### src/rtl/sliced_serial_adder.sv
// Multi-cycle adder/subtractor: adds SLICE bits per clock through a registered
// carry, with a start/busy/done handshake and signed-overflow detection.
module sliced_serial_adder #(
    parameter int WIDTH = 16,
    parameter int SLICE = 4
) (
    input  logic             clk,
    input  logic             rst_n,
    input  logic             start,
    input  logic             sub,
    input  logic [WIDTH-1:0] a,
    input  logic [WIDTH-1:0] b,
    input  logic             ci,
    output logic             busy,
    output logic             done,
    output logic [WIDTH-1:0] sum,
    output logic             co,
    output logic             ovf
);

    localparam int NSLICE = WIDTH / SLICE;
    localparam int KW     = (NSLICE > 1) ? $clog2(NSLICE) : 1;
    localparam logic [KW-1:0] K_LAST = KW'(NSLICE - 1);

    typedef enum logic {
        IDLE,
        RUN
    } state_t;

    state_t state, state_next;

    logic [WIDTH-1:0] a_reg, b_reg, res, res_next;
    logic [KW-1:0]    k;
    logic             carry;
    logic             load, last;
    logic [SLICE-1:0] a_slice, b_slice;
    logic [SLICE:0]   slice_sum;
    logic             msb_cin;

    always_ff @(posedge clk or negedge rst_n) begin
        if (!rst_n) state <= IDLE;
        else        state <= state_next;
    end

    // The finishing RUN edge may reload directly, so a held start gives one
    // result every NSLICE cycles.
    always_comb begin
        state_next = state;
        load       = 1'b0;
        last       = (k == K_LAST);
        unique case (state)
            IDLE: begin
                if (start) begin
                    load       = 1'b1;
                    state_next = RUN;
                end
            end
            RUN: begin
                if (last) begin
                    if (start) load = 1'b1;
                    else       state_next = IDLE;
                end
            end
        endcase
    end

    always_comb begin
        a_slice   = a_reg[int'(k)*SLICE +: SLICE];
        b_slice   = b_reg[int'(k)*SLICE +: SLICE];
        slice_sum = {1'b0, a_slice} + {1'b0, b_slice} + {{SLICE{1'b0}}, carry};
        // Carry into the slice MSB recovered from the sum bit; valid for SLICE=1 too.
        msb_cin   = slice_sum[SLICE-1] ^ a_slice[SLICE-1] ^ b_slice[SLICE-1];
        res_next  = res;
        res_next[int'(k)*SLICE +: SLICE] = slice_sum[SLICE-1:0];
    end

    always_ff @(posedge clk or negedge rst_n) begin
        if (!rst_n) begin
            a_reg <= '0;
            b_reg <= '0;
            res   <= '0;
            k     <= '0;
            carry <= 1'b0;
            done  <= 1'b0;
            sum   <= '0;
            co    <= 1'b0;
            ovf   <= 1'b0;
        end else begin
            done <= 1'b0;
            if (state == RUN) begin
                res   <= res_next;
                carry <= slice_sum[SLICE];
                k     <= k + KW'(1);
                if (last) begin
                    sum  <= res_next;
                    co   <= slice_sum[SLICE];
                    ovf  <= msb_cin ^ slice_sum[SLICE];
                    done <= 1'b1;
                    k    <= '0;
                end
            end
            if (load) begin
                a_reg <= a;
                b_reg <= sub ? ~b : b;
                carry <= sub ? 1'b1 : ci;
                k     <= '0;
            end
        end
    end

    assign busy = (state == RUN);

endmodule

### config.mk
export PLATFORM = sky130hd
export DESIGN_NAME = sliced_serial_adder
export DESIGN_NICKNAME = d
export VERILOG_FILES = /design/src/rtl/sliced_serial_adder.sv
export SDC_FILE = /design/constraint.sdc
export NUM_CORES = 1
export LEC_CHECK = 0
export BUFFER_PORTS_ARGS = -buffer_cell sky130_fd_sc_hd__buf_2
export CORE_MARGIN = 4
export CORE_UTILIZATION = 45
export CTS_CLUSTER_SIZE = 20
export DETAILED_ROUTE_END_ITERATION = 16
export GPL_ROUTABILITY_DRIVEN = 1
export PLACE_DENSITY = 0.63
export SYNTH_ARGS = -nofsm -noshare
export SYNTH_HDL_FRONTEND = slang
export SYNTH_SLANG_ARGS = --single-unit
### constraint.sdc
create_clock -name clk -period 4.45 [get_ports clk]
set_input_delay 0.6675 -clock clk [delete_from_list [all_inputs] [get_ports clk]]
set_output_delay 0.6675 -clock clk [all_outputs]
set_load 0.005 [all_outputs]
## Word-level counts from Yosys, hierarchy flattened

Cells that the tools add are included.

| word-level totals | value |
|---|---|
| bits in registers | 71 |
| bits of input ports | 37 |
| output and inout port bits | 20 |
| logic and storage cells | 41 |

| operators by class | value |
|---|---|
| add/subtract/negate cells | 4 |
| equality and inequality tests | 1 |
| shifts and indexed selects | 4 |
| mux-type cells | 15 |
| bitwise logic cells | 5 |
| reductions and logical operators | 2 |

Operators by type and width:

| operator | count |
|---|---|
| $neg A4 Y33 | 1 |
| $shift A4 B33 Y16 const A | 1 |
| $shiftx A4 B33 Y16 | 1 |
| $shiftx A16 B5 Y4 | 2 |
| $bwmux W16 | 1 |
| $mux W16 | 1 |
| $not A16 Y16 | 1 |
| $mux W1 | 8 |
| $mux W2 | 3 |
| $add A4 B4 Y5 | 1 |
| $add A5 B1 Y5 | 1 |
| $pmux W1 S2 | 2 |
| $xor A1 B1 Y1 | 3 |
| $add A2 B1 Y2 const B | 1 |
| $eq A2 B2 Y1 const B | 1 |
| $reduce_and A2 Y1 | 1 |
| $reduce_bool A2 Y1 | 1 |
| $not A1 Y1 | 1 |

## Logic depth before layout (Yosys ltp)

Gate-level depths: netlist of run 1.

| logic depth | value |
|---|---|
| depth after elaboration | 6 |
| mapped depth | 10 |
| mapped depth without buffers | 8 |

## Worst setup path before layout of run 1

Ideal clock, no wire load.

| timing | value |
|---|---|
| kind | reg2reg |
| start point | register k[0] |
| end point | register ovf |
| setup time | 0.127 ns |
| arrival time | 3.126 ns |
| data required time | 4.323 ns |
| setup slack | 1.197 ns |
| cell stages (with the launch flop) | 11 |
| buffers on the path | 2 |
| period minus slack after synthesis | 3.253 ns |
| cells stage by stage | dfrtp_1 -> buf_6 -> clkbuf_1 -> mux4_2 -> fa_1 -> fa_1 -> a21o_1 -> a21oi_1 -> xnor3_1 -> xnor2_1 -> o21ai_1 |

| on the way | value |
|---|---|
| cells in the longest elaborated chain, start to end | 6 |
| elaborated cells on any way between the ends | 9 |
| classes of those cells | add/sub: 2; eq/ne: 1; shift: 2; bitwise: 3; reduce/logical: 1 |

Ends and longest elaborated chain:

| item | line | RTL |
|---|---|---|
| start: declaration | 33 | `logic [KW-1:0] k;` |
| start signal: assignment | 93 | `k <= k + KW'(1);` |
| $shiftx A16 B5 Y4 (on tied branches) | 68, 69 |  |
| $add A4 B4 Y5 | 70 | `slice_sum = {1'b0, a_slice} + {1'b0, b_slice} + {{SLICE{1'b0}}, carry};` |
| $add A5 B1 Y5 | 70 |  |
| $xor A1 B1 Y1 (2 in a row) | 72 | `msb_cin = slice_sum[SLICE-1] ^ a_slice[SLICE-1] ^ b_slice[SLICE-1];` |
| $xor A1 B1 Y1 | 97 | `ovf <= msb_cin ^ slice_sum[SLICE];` |
| end signal: assignment | 97 |  |
| end: declaration | 18 | `output logic ovf` |

Parallel ways exist; a longest one is shown, timed or not.
A chain may end at the register's enable or synchronous reset.

## Worst setup path in the final report of run 1

Same ends and word-level chain as after synthesis.

==> metrics.txt, run 1 <==
residual DRC count 0; cell mode on critical path fa_1; fin crit share about 70%; Combinational Power Share roughly half; largest net degree at the start of global routing 47; Core Box Area ~7300 sq um; drt wl/cell 14.2 um; f_max between 300 and 400 MHz; Die Y-Extent 94.5 um; Ys Warns 0; Synth-to-Final Area Change 17.4%; crit path max-delay cell type mux4_1; overall power ~0.0033 W; Antenna Nets Post-Route 0; critical path's top delay family adder cells; sequential element share of the synthesized area between 50% and 60%; worst-path fanout max 6; Clock Skew about 0.0076 ns; Clock Sinks 71; critical path arrival 3.29 ns; # Post-CTS Setup Buffers 0; H-tree levels 3; mean post-synth cell area 10.9 sq um; Buf/Inv on CP 0; FF-to-FF Start k[0]; I/O Pins between 50 and 60; setup violators final 0; CTS root buffer clkbuf_8; internal power just under 0.002 W; clock latency on the worst-skew pair 0.35 ns; routability congestion estimate ~0.82; Worst EP required roughly 4.7 ns; share of cells above drive strength 1 26.7%; Max-slew headroom roughly a third; Clock Pin Slew Worst Setup and Hold Paths roughly 0.080 ns; syn nets 358; CP Class flop to flop; Mapped Area about 3400 sq um; Flop pwr share 32.4%; total CTS buffers 9; leakage ~1.9 nW; initial detailed-routing violation count 60; WL final about 6700 um; initial antenna violation count 0; crit path cell chain mux4_1, fa_1, fa_1, a21o_1, a21oi_1, xnor3_1, xnor2_1, o21ai_1; endpoints failing hold 0; VDD IR-drop max between 400 and 500 uV; Via density around 5; switching share of power a little over two fifths; worst-margin pin slew around 1.0 ns; Fillers roughly 690; first-pass GRT wire length around 11,000 um; status complete, no violations; clock buffer depth 2; initial core utilization a little under half; Clk network pwr share between 10% and 20%; Initial DRT Pass Iterations 4; post-route minimum period slightly above 3 ns; CP peak stage delay ~0.6 ns; # rows 31; TritonCTS clock tree built; post-CTS sizing 0; Netlist cell types 31; Setup TNS Final 0 ns; Nets between 400 and 500; CP startpoint k[0]; vias post-DR 2,368; maxcap violations 0; Die Area between 8000 and 9000 sq um; max-slew violation count 0; grt ovf 0; total track usage ~17%; vias in the first global route roughly 2,400; # diodes 0; Synth Register Bits approximately 70; chip width about 94 um; critical path launch point type flop; min-delay worst type input port to async pin; crit path capture type flop; Synth Instances between 300 and 400; Pwr Density approximately 840 nW/um^2; IO Port Bufs 56; Hold-fix buffers, CTS 0; detailed placement HPWL ~5000 um; P_sw ~0.0014 W; RSZ-0062 raised after global routing false
==> Yosys cell counts (all sizes together) <==
| master | instances | share of area [%] |
|---|---|---|
| inv | 4 | 0.45 |
| clkbuf | 10 | 1.1 |
| nor2 | 2 | 0.22 |
| a32o | 1 | 0.30 |
| a21oi | 18 | 2.7 |
| a21o | 2 | 0.45 |
| nand3 | 2 | 0.30 |
| nor4b | 1 | 0.26 |
| fa | 2 | 1.2 |
| nand4 | 1 | 0.19 |
| xor2 | 1 | 0.26 |
| mux4 | 8 | 5.5 |
| mux2 | 16 | 5.4 |
| xnor2 | 18 | 4.9 |
| nand2 | 64 | 7.1 |
| nand4b | 1 | 0.26 |
| o31ai | 1 | 0.22 |
| buf | 4 | 0.74 |
| and3 | 2 | 0.37 |
| nor2b | 16 | 3.0 |
| xnor3 | 1 | 0.67 |
| dfrtp | 71 | 53 |
| ha | 9 | 3.3 |
| o21ai | 52 | 7.7 |
| and4 | 1 | 0.26 |
| nand2b | 2 | 0.37 |
==> per-layer routing <==
metal / GRT usage [%] / up-vias / wire length [um]
li1: - / 1178 / -
met1: 21.3 / 1125 / 2980
met2: 27.3 / 57 / 3200
met3: 4.54 / 8 / 389
met4: 7.21 / 0 / 87
met5: 0 / - / 0
==> layout make-up <==
cell class,count,area [sq um],share of cell area [%]
tap,99,124,3.13
timing repair buffer,59,303,7.66
clock buffer,9,124,3.13
clock inverter,7,97.6,2.47
inverter,4,15.0,0.380
sequential,71,1780,45.0
multi-input combinational,221,1510,38.3
==> worst paths after layout <==
check | end | slack (ns) | cells past startpoint
max reg2reg | ovf | 1.36 | 8
min | sum[8] | 0.47 | 1
max in group asynchronous | b_reg[2] | 3.07 | 2
max | ovf | 1.36 | 8
min in group clk | sum[15] | 0.47 | 2
min reg2reg | sum[15] | 0.47 | 2
==> cell usage in the layout, fill, tap and decap left out <==
cell type    n
a21o_1       2
a21oi_1     18
a32o_1       1
and3_1       2
and4_1       1
buf_2       56
buf_4        3
bufinv_16    2
clkbuf_8     9
clkinv_2     1
clkinv_4     2
clkinvlp_4   2
dfrtp_1     71
fa_1         2
ha_1         9
inv_1        4
mux2_2      16
mux4_1       1
mux4_2       7
nand2_1     64
nand2b_1     2
nand3_1      2
nand4_1      1
nand4b_1     1
nor2_1       2
nor2b_1     16
nor4b_1      1
o21ai_0     49
o21ai_1      3
o31ai_1      1
xnor2_1     17
xnor2_2      1
xnor3_1      1
xor2_1       1
==> metrics by stage <==
| stage | std cells | util, % | area, sq um | hold WS (ns) | worst slack (ns) |
|---|---|---|---|---|---|
| floorplan | 310 | - | 3370 | 0.372 | 1.20 |
| global placement | 454 | 51.4 | 3730 | 0.457 | 1.45 |
| detailed placement | 454 | 51.4 | 3730 | 0.462 | 1.33 |
| CTS | 470 | 54.5 | 3950 | 0.481 | 1.33 |
| global route | 470 | 54.5 | 3950 | 0.494 | 1.21 |
| finish | 470 | 54.5 | 3950 | 0.472 | 1.36 |
==> cells by family (layout without fill, tap and decap cells) <==
kind of cell    after synthesis  count (layout)  synth area share [%]
compound gates               74              74                  11.4
xor+xnor                     20              20                  5.84
fa+ha+maj                    11              11                  4.54
buf+inv                      18              79                  2.30
flops                        71              71                  52.8
mux                          24              24                  10.8
simple gates                 92              92                  12.3
==> power by group through the flow <==
stage / clock network, W / registers, W / logic [W]
2_1_floorplan: 0 / 0.00102 / 0.00124
3_3_place_gp: 0 / 0.00108 / 0.00168
3_5_place_dp: 0 / 0.00109 / 0.00169
4_1_cts: 0.000580 / 0.00108 / 0.00170
5_1_grt: 0.000607 / 0.00111 / 0.00188
6_report: 0.000566 / 0.00107 / 0.00167
No activity file was read; power rests on OpenSTA's default activity.
==> run 2: changes to the inputs <==
- ABC_AREA: unset -> 1
- clock period: 4.45 -> 3.2 ns (I/O delays scaled with it)
==> metrics.txt, run 2 <==
status complete, no violations; initial core utilization around 47%; Hold WS about 0.32 ns; CP Class flop to flop; Synth Register Bits between 70 and 80; Flop pwr share ~33%; Post-synth EDFFs 0; clock buffer depth 2; asr flop ratio synth 100%; Nets approximately 550; Hold-fix buffers, CTS 0; total track usage approximately 18%; crit path capture type flop; clock latency on the worst-skew pair between 0.3 and 0.4 ns; Die Y-Extent 97.8 um; Clock Sinks 71; R2R Path End res[14]; I/O Pins 57; worst-margin pin slew 0.910 ns; detailed placement HPWL 5700 um; # diodes 0; area leader, netlist dfrtp_1; H-tree levels 3; residual DRC count 0; Die Area approximately 9600 sq um; leakage 2.21 nW; commonest non-fill, non-tap cell in the layout nand2_1; non-filler instance count after layout around 610; drt wl/cell about 13 um; dpl ws between 0.3 and 0.4 ns; vias in the first global route approximately 3,000; Pwr Density 1090 nW/um^2; Synth-to-Final Area Change 14.8%; Top FF cell, synth dfrtp_1; first-pass GRT wire length between 10,000 and 15,000 um; post-layout util a little over half; RSZ-0062 raised after global routing false; Fillers between 700 and 800; endpoints failing hold 0; P_sw 0.00204 W; vias post-DR between 2,000 and 3,000; # Post-CTS Setup Buffers 0; Placed Instances 589; total CTS buffers 9; commonest cells in the netlist nand2_1, dfrtp_1, o21ai_0; Clk network pwr share between 10% and 20%; post-route minimum period just under 3 ns; initial antenna violation count 0; max-slew violation count 0; fin crit share around nine tenths; Synth Instances between 400 and 500; Setup TNS Final 0 ns; initial detailed-routing violation count 103; mean post-synth cell area approximately 8.1 sq um; # rows 32; Max-slew headroom 39.4%; switching share of power around 45%; min-delay worst type input port to async pin; largest net degree at the start of global routing just over 70; IO Port Bufs between 50 and 60; WL final a little over 8000 um; Ys Warns 0; CTS root buffer clkbuf_8; count leader, synth nand2_1; Initial DRT Pass Iterations 4; Via density 4.83; FF-to-FF Start k[1]; syn nets 495; Clock Skew 0.00995 ns; Core Box Area roughly 7800 sq um; chip width just under 100 um; VDD IR-drop max around 470 uV; grt ovf 0; Clock Pin Slew Worst Setup and Hold Paths 0.08 ns; maxcap violations 0; setup violators final 0; routability congestion estimate approximately 0.84; share of the synthesized area in the top cell type around 50%; Combinational Power Share 49.2%; Mapped Area about 3600 sq um; reg2reg setup slack slightly above 0.3 ns; sequential element share of the synthesized area 48.9%; worst-path fanout max 14; post-CTS sizing 0; Worst EP required between 3 and 4 ns; internal power approximately 0.0025 W; critical path arrival around 3.1 ns; fin worst setup slack 0.303 ns; Antenna Nets Post-Route 0; TritonCTS clock tree built; share of cells above drive strength 1 between 10% and 20%; Netlist cell types 30; f_max about 350 MHz; critical path launch point type flop; worst-case reg-to-reg path depth 11; most frequent cells in the layout nand2_1, dfrtp_1, buf_2; leading post-synthesis cells by cell area dfrtp_1, nand2_1, o21ai_0
-- run 2: cell types whose count changed after synthesis, moves of 7 or more --
cell	change
o21ai_0	-7
nand2_1	+119
a21oi_1	-16
clkbuf_1	-8
nor2_1	+15
nand3_1	+15
mux2_2	-16
inv_1	+26
nor2b_1	-16
buf_2	+10
o22ai_1	+15
mux4_2	-7
-- run 2: power by group through the flow --
stage / clock [W] / combinational [W] / sequential, W
floorplan: 0 / 0.00179 / 0.00142
global placement: 0 / 0.00219 / 0.00153
detailed placement: 0 / 0.00227 / 0.00154
CTS: 0.000820 / 0.00227 / 0.00152
global route: 0.000857 / 0.00262 / 0.00158
finish: 0.000799 / 0.00225 / 0.00152
-- run 2: worst max path at each step --
stage          from      end  slack [ns]  cells past startpoint
2_1_floorplan  k[0]  res[14]        0.63                     13
3_3_place_gp   k[0]   res[6]        0.46                     11
3_5_place_dp   k[1]   res[6]        0.39                     11
4_1_cts        k[1]  res[14]        0.33                     11
5_1_grt        k[1]  res[14]        0.04                     11
6_report       k[1]  res[14]        0.30                     11
-- run 2: logic make-up (layout without fill, tap and decap cells) --
group,after synthesis,count (layout),share of synthesized area [%]
buffers and inverters,55,111,7.20
and+or+nand+nor,227,227,25.5
xor gates and xnor gates,17,17,4.10
AOI/OAI and AO/OA,66,66,10.1
adders and majority gates,11,11,4.20
DFF,71,71,48.9
-- run 2: per-layer routing --
layer	wire length, um	vias up	global-route usage [%]
li1	-	1519	-
met1	3810	1326	24.3
met2	3730	64	28.6
met3	380	11	4.57
met4	133	0	6.92
met5	0	-	0
-- run 2: stage by stage --
step | total power, W | cell area [sq um]
global placement | 0.00373 | 3950
detailed placement | 0.00380 | 3950
finish | 0.00457 | 4170
floorplan | 0.00321 | 3630
global route | 0.00505 | 4170
CTS | 0.00461 | 4170
-- run 2: final cells by class --
| cell class | count | area, sq um | share of cell area [%] |
|---|---|---|---|
| sequential | 71 | 1780 | 42.6 |
| multi-input combinational | 321 | 1590 | 38.2 |
| timing repair buffer | 61 | 318 | 7.62 |
| clock buffer | 11 | 141 | 3.39 |
| inverter | 34 | 133 | 3.18 |
| tap | 102 | 128 | 3.06 |
| clock inverter | 5 | 81.3 | 1.95 |
-- run 2: critical path, cell delays in order (launching register included) --
cell and delay [ns]:
dfrtp_1 0.64, inv_1 0.24, o21ai_0 0.13, o22ai_1 0.11, fa_1 0.45, fa_1 0.45, xnor2_1 0.31, nor2_1 0.07
nand2_1 0.08, o22ai_1 0.08, nand2_1 0.07, o21ai_0 0.11
==> run 3: changes to the inputs <==
- ABC_AREA: 1 -> unset
- GPL_TIMING_DRIVEN: unset -> 0
- TNS_END_PERCENT: unset -> 30
==> metrics.txt, run 3 (same netlist as run 1, synthesis figures left out) <==
residual DRC count 0; Clock Sinks between 70 and 80; worst-margin pin slew between 0.8 and 0.9 ns; largest net degree at the start of global routing a little over 70; Synth-to-Final Area Change 19.1%; area occupied by multi-input gates between 1500 and 2000 sq um; Core Box Area around 7300 sq um; min-delay worst type input port to async pin; Clock Skew a little over 0.008 ns; I/O Pins 57; Via density ~5; critical path arrival around 3.3 ns; CP startpoint k[0]; Flop pwr share 30.4%; VDD IR-drop max 624 uV; Die Y-Extent between 90 and 100 um; Combinational Power Share 54.0%; met1 GRT Util a little over a fifth; setup violators final 0; Worst EP required approximately 3.5 ns; share of cells above drive strength 1 approximately 27%; chip width 94.5 um; H-tree levels 3; P_sw approximately 0.002 W; initial detailed-routing violation count between 70 and 80; crit path capture type flop; vias in the first global route approximately 2,500; crit path capture ovf; # rows 31; FF-to-FF Start k[0]; Placed Instances 464; initial core utilization about 46%; status complete, no violations; worst-case reg-to-reg path depth 10; f_max between 300 and 400 MHz; register area 1780 sq um; grt ovf 0; reg2reg setup slack roughly 0.17 ns; WL final ~7000 um; RSZ-0062 raised after global routing false; critical path launch point type flop; Global Route met2 Usage between 30% and 40%; fin crit share 94.7%; R2R Path End ovf; most frequent cells in the layout dfrtp_1, nand2_1, buf_2; first-pass GRT wire length ~12,000 um; post-route minimum period 3.03 ns; IO Port Bufs 55; worst-path fanout max 10; TritonCTS clock tree built; Hold-fix buffers, CTS 0; Initial DRT Pass Iterations 4; internal power 0.00271 W; clock buffer depth 2; # diodes 0; vias post-DR roughly 2,400; fin worst setup slack 0.171 ns; CP Class flop to flop; Fillers approximately 700; Antenna Nets Post-Route 0; switching share of power around 42%; drt wl/cell approximately 14 um; total CTS buffers 9; most used routing layer met2; Pwr Density roughly 1200 nW/um^2; routability congestion estimate between 0.8 and 0.9; dpl ws -0.302 ns; maxcap violations 0; non-filler instance count after layout between 400 and 500; Hold WS about 0.26 ns; detailed placement HPWL between 5000 and 6000 um; endpoints failing hold 0; Nets 425; Die Area between 8000 and 9000 sq um; GR Util met3 4.06%; post-layout util 55.3%; commonest non-fill, non-tap cell in the layout dfrtp_1; clock latency on the worst-skew pair ~0.35 ns; CTS root buffer clkbuf_8; initial antenna violation count 0; leakage roughly 1.9 nW; Max-slew headroom 42.2%; max-slew violation count 0; total track usage approximately 18%; Clock Pin Slew Worst Setup and Hold Paths approximately 0.08 ns; Clk network pwr share roughly 16%; overall power 0.00471 W
-- run 3: cell count changes in the layout (fill, tap and decap cells not counted), sizes merged, moves of 15 or more --
cell / before / now
mux2: 0 / 16
nor2: 17 / 2
o22ai: 15 / 0
nand3: 18 / 2
inv: 33 / 5
nor2b: 0 / 16
nand2: 189 / 64
a21oi: 2 / 18
-- run 3: critical path, stage by stage (launching register included) --
cell and delay (ns):
dfrtp_1 0.37, buf_6 0.14, clkbuf_8 0.19, mux4_2 0.55
fa_2 0.39, fa_2 0.38, a21o_1 0.20, a21oi_2 0.20
xnor3_1 0.26, xnor2_1 0.13, o21ai_1 0.13
-- run 3: final cells by class --
type | count | share of cell area [%]
clock buffer | 10 | 3.43
buffer | 14 | 1.81
inverter | 4 | 0.375
multi-input combinational | 221 | 38.1
clock inverter | 6 | 1.72
tap | 99 | 3.09
sequential | 71 | 44.3
timing repair buffer | 56 | 7.12
-- run 3: worst min path at each step --
| stage | endpoint | slack (ns) | cells after the start |
|---|---|---|---|
| final | sum[12] | 0.26 | 1 |
| after global routing | res[10] | 0.33 | 1 |
| after CTS | sum[15] | 0.28 | 1 |
| after detailed placement | res[14] | 0.46 | 2 |
| after global placement | b_reg[4] | 0.45 | 2 |
| after floorplan | a_reg[0] | 0.18 | 0 |
-- run 3: stage by stage --
stage / TNS, ns / cell area, sq um
after floorplan: 0 / 3370
final: 0 / 4010
after global routing: 0 / 4010
after global placement: -1.73 / 3770
after detailed placement: -1.53 / 3770
after CTS: 0 / 4000
-- run 3: power groups by stage --
stage | Combinational (W) | Sequential, W | Clock, W
after global routing | 0.00283 | 0.00148 | 0.000789
after detailed placement | 0.00249 | 0.00146 | 0
after global placement | 0.00247 | 0.00144 | 0
after floorplan | 0.00172 | 0.00142 | 0
final | 0.00255 | 0.00143 | 0.000735
after CTS | 0.00259 | 0.00144 | 0.000752
-- run 3: repair_timing --
action | CTS | global route
setup buffers | 0 | 1
pin swaps | 1 | 0
endpoints found under the hold margin | 0 | 0
setup endpoints to repair | 10 | 1
resized for setup | 6 | 0
-- run 3: metal layers --
layer,wire length [um],vias to the layer above
met5,0,-
met4,116,0
met3,389,11
met2,3410,60
met1,3010,1125
li1,-,1200
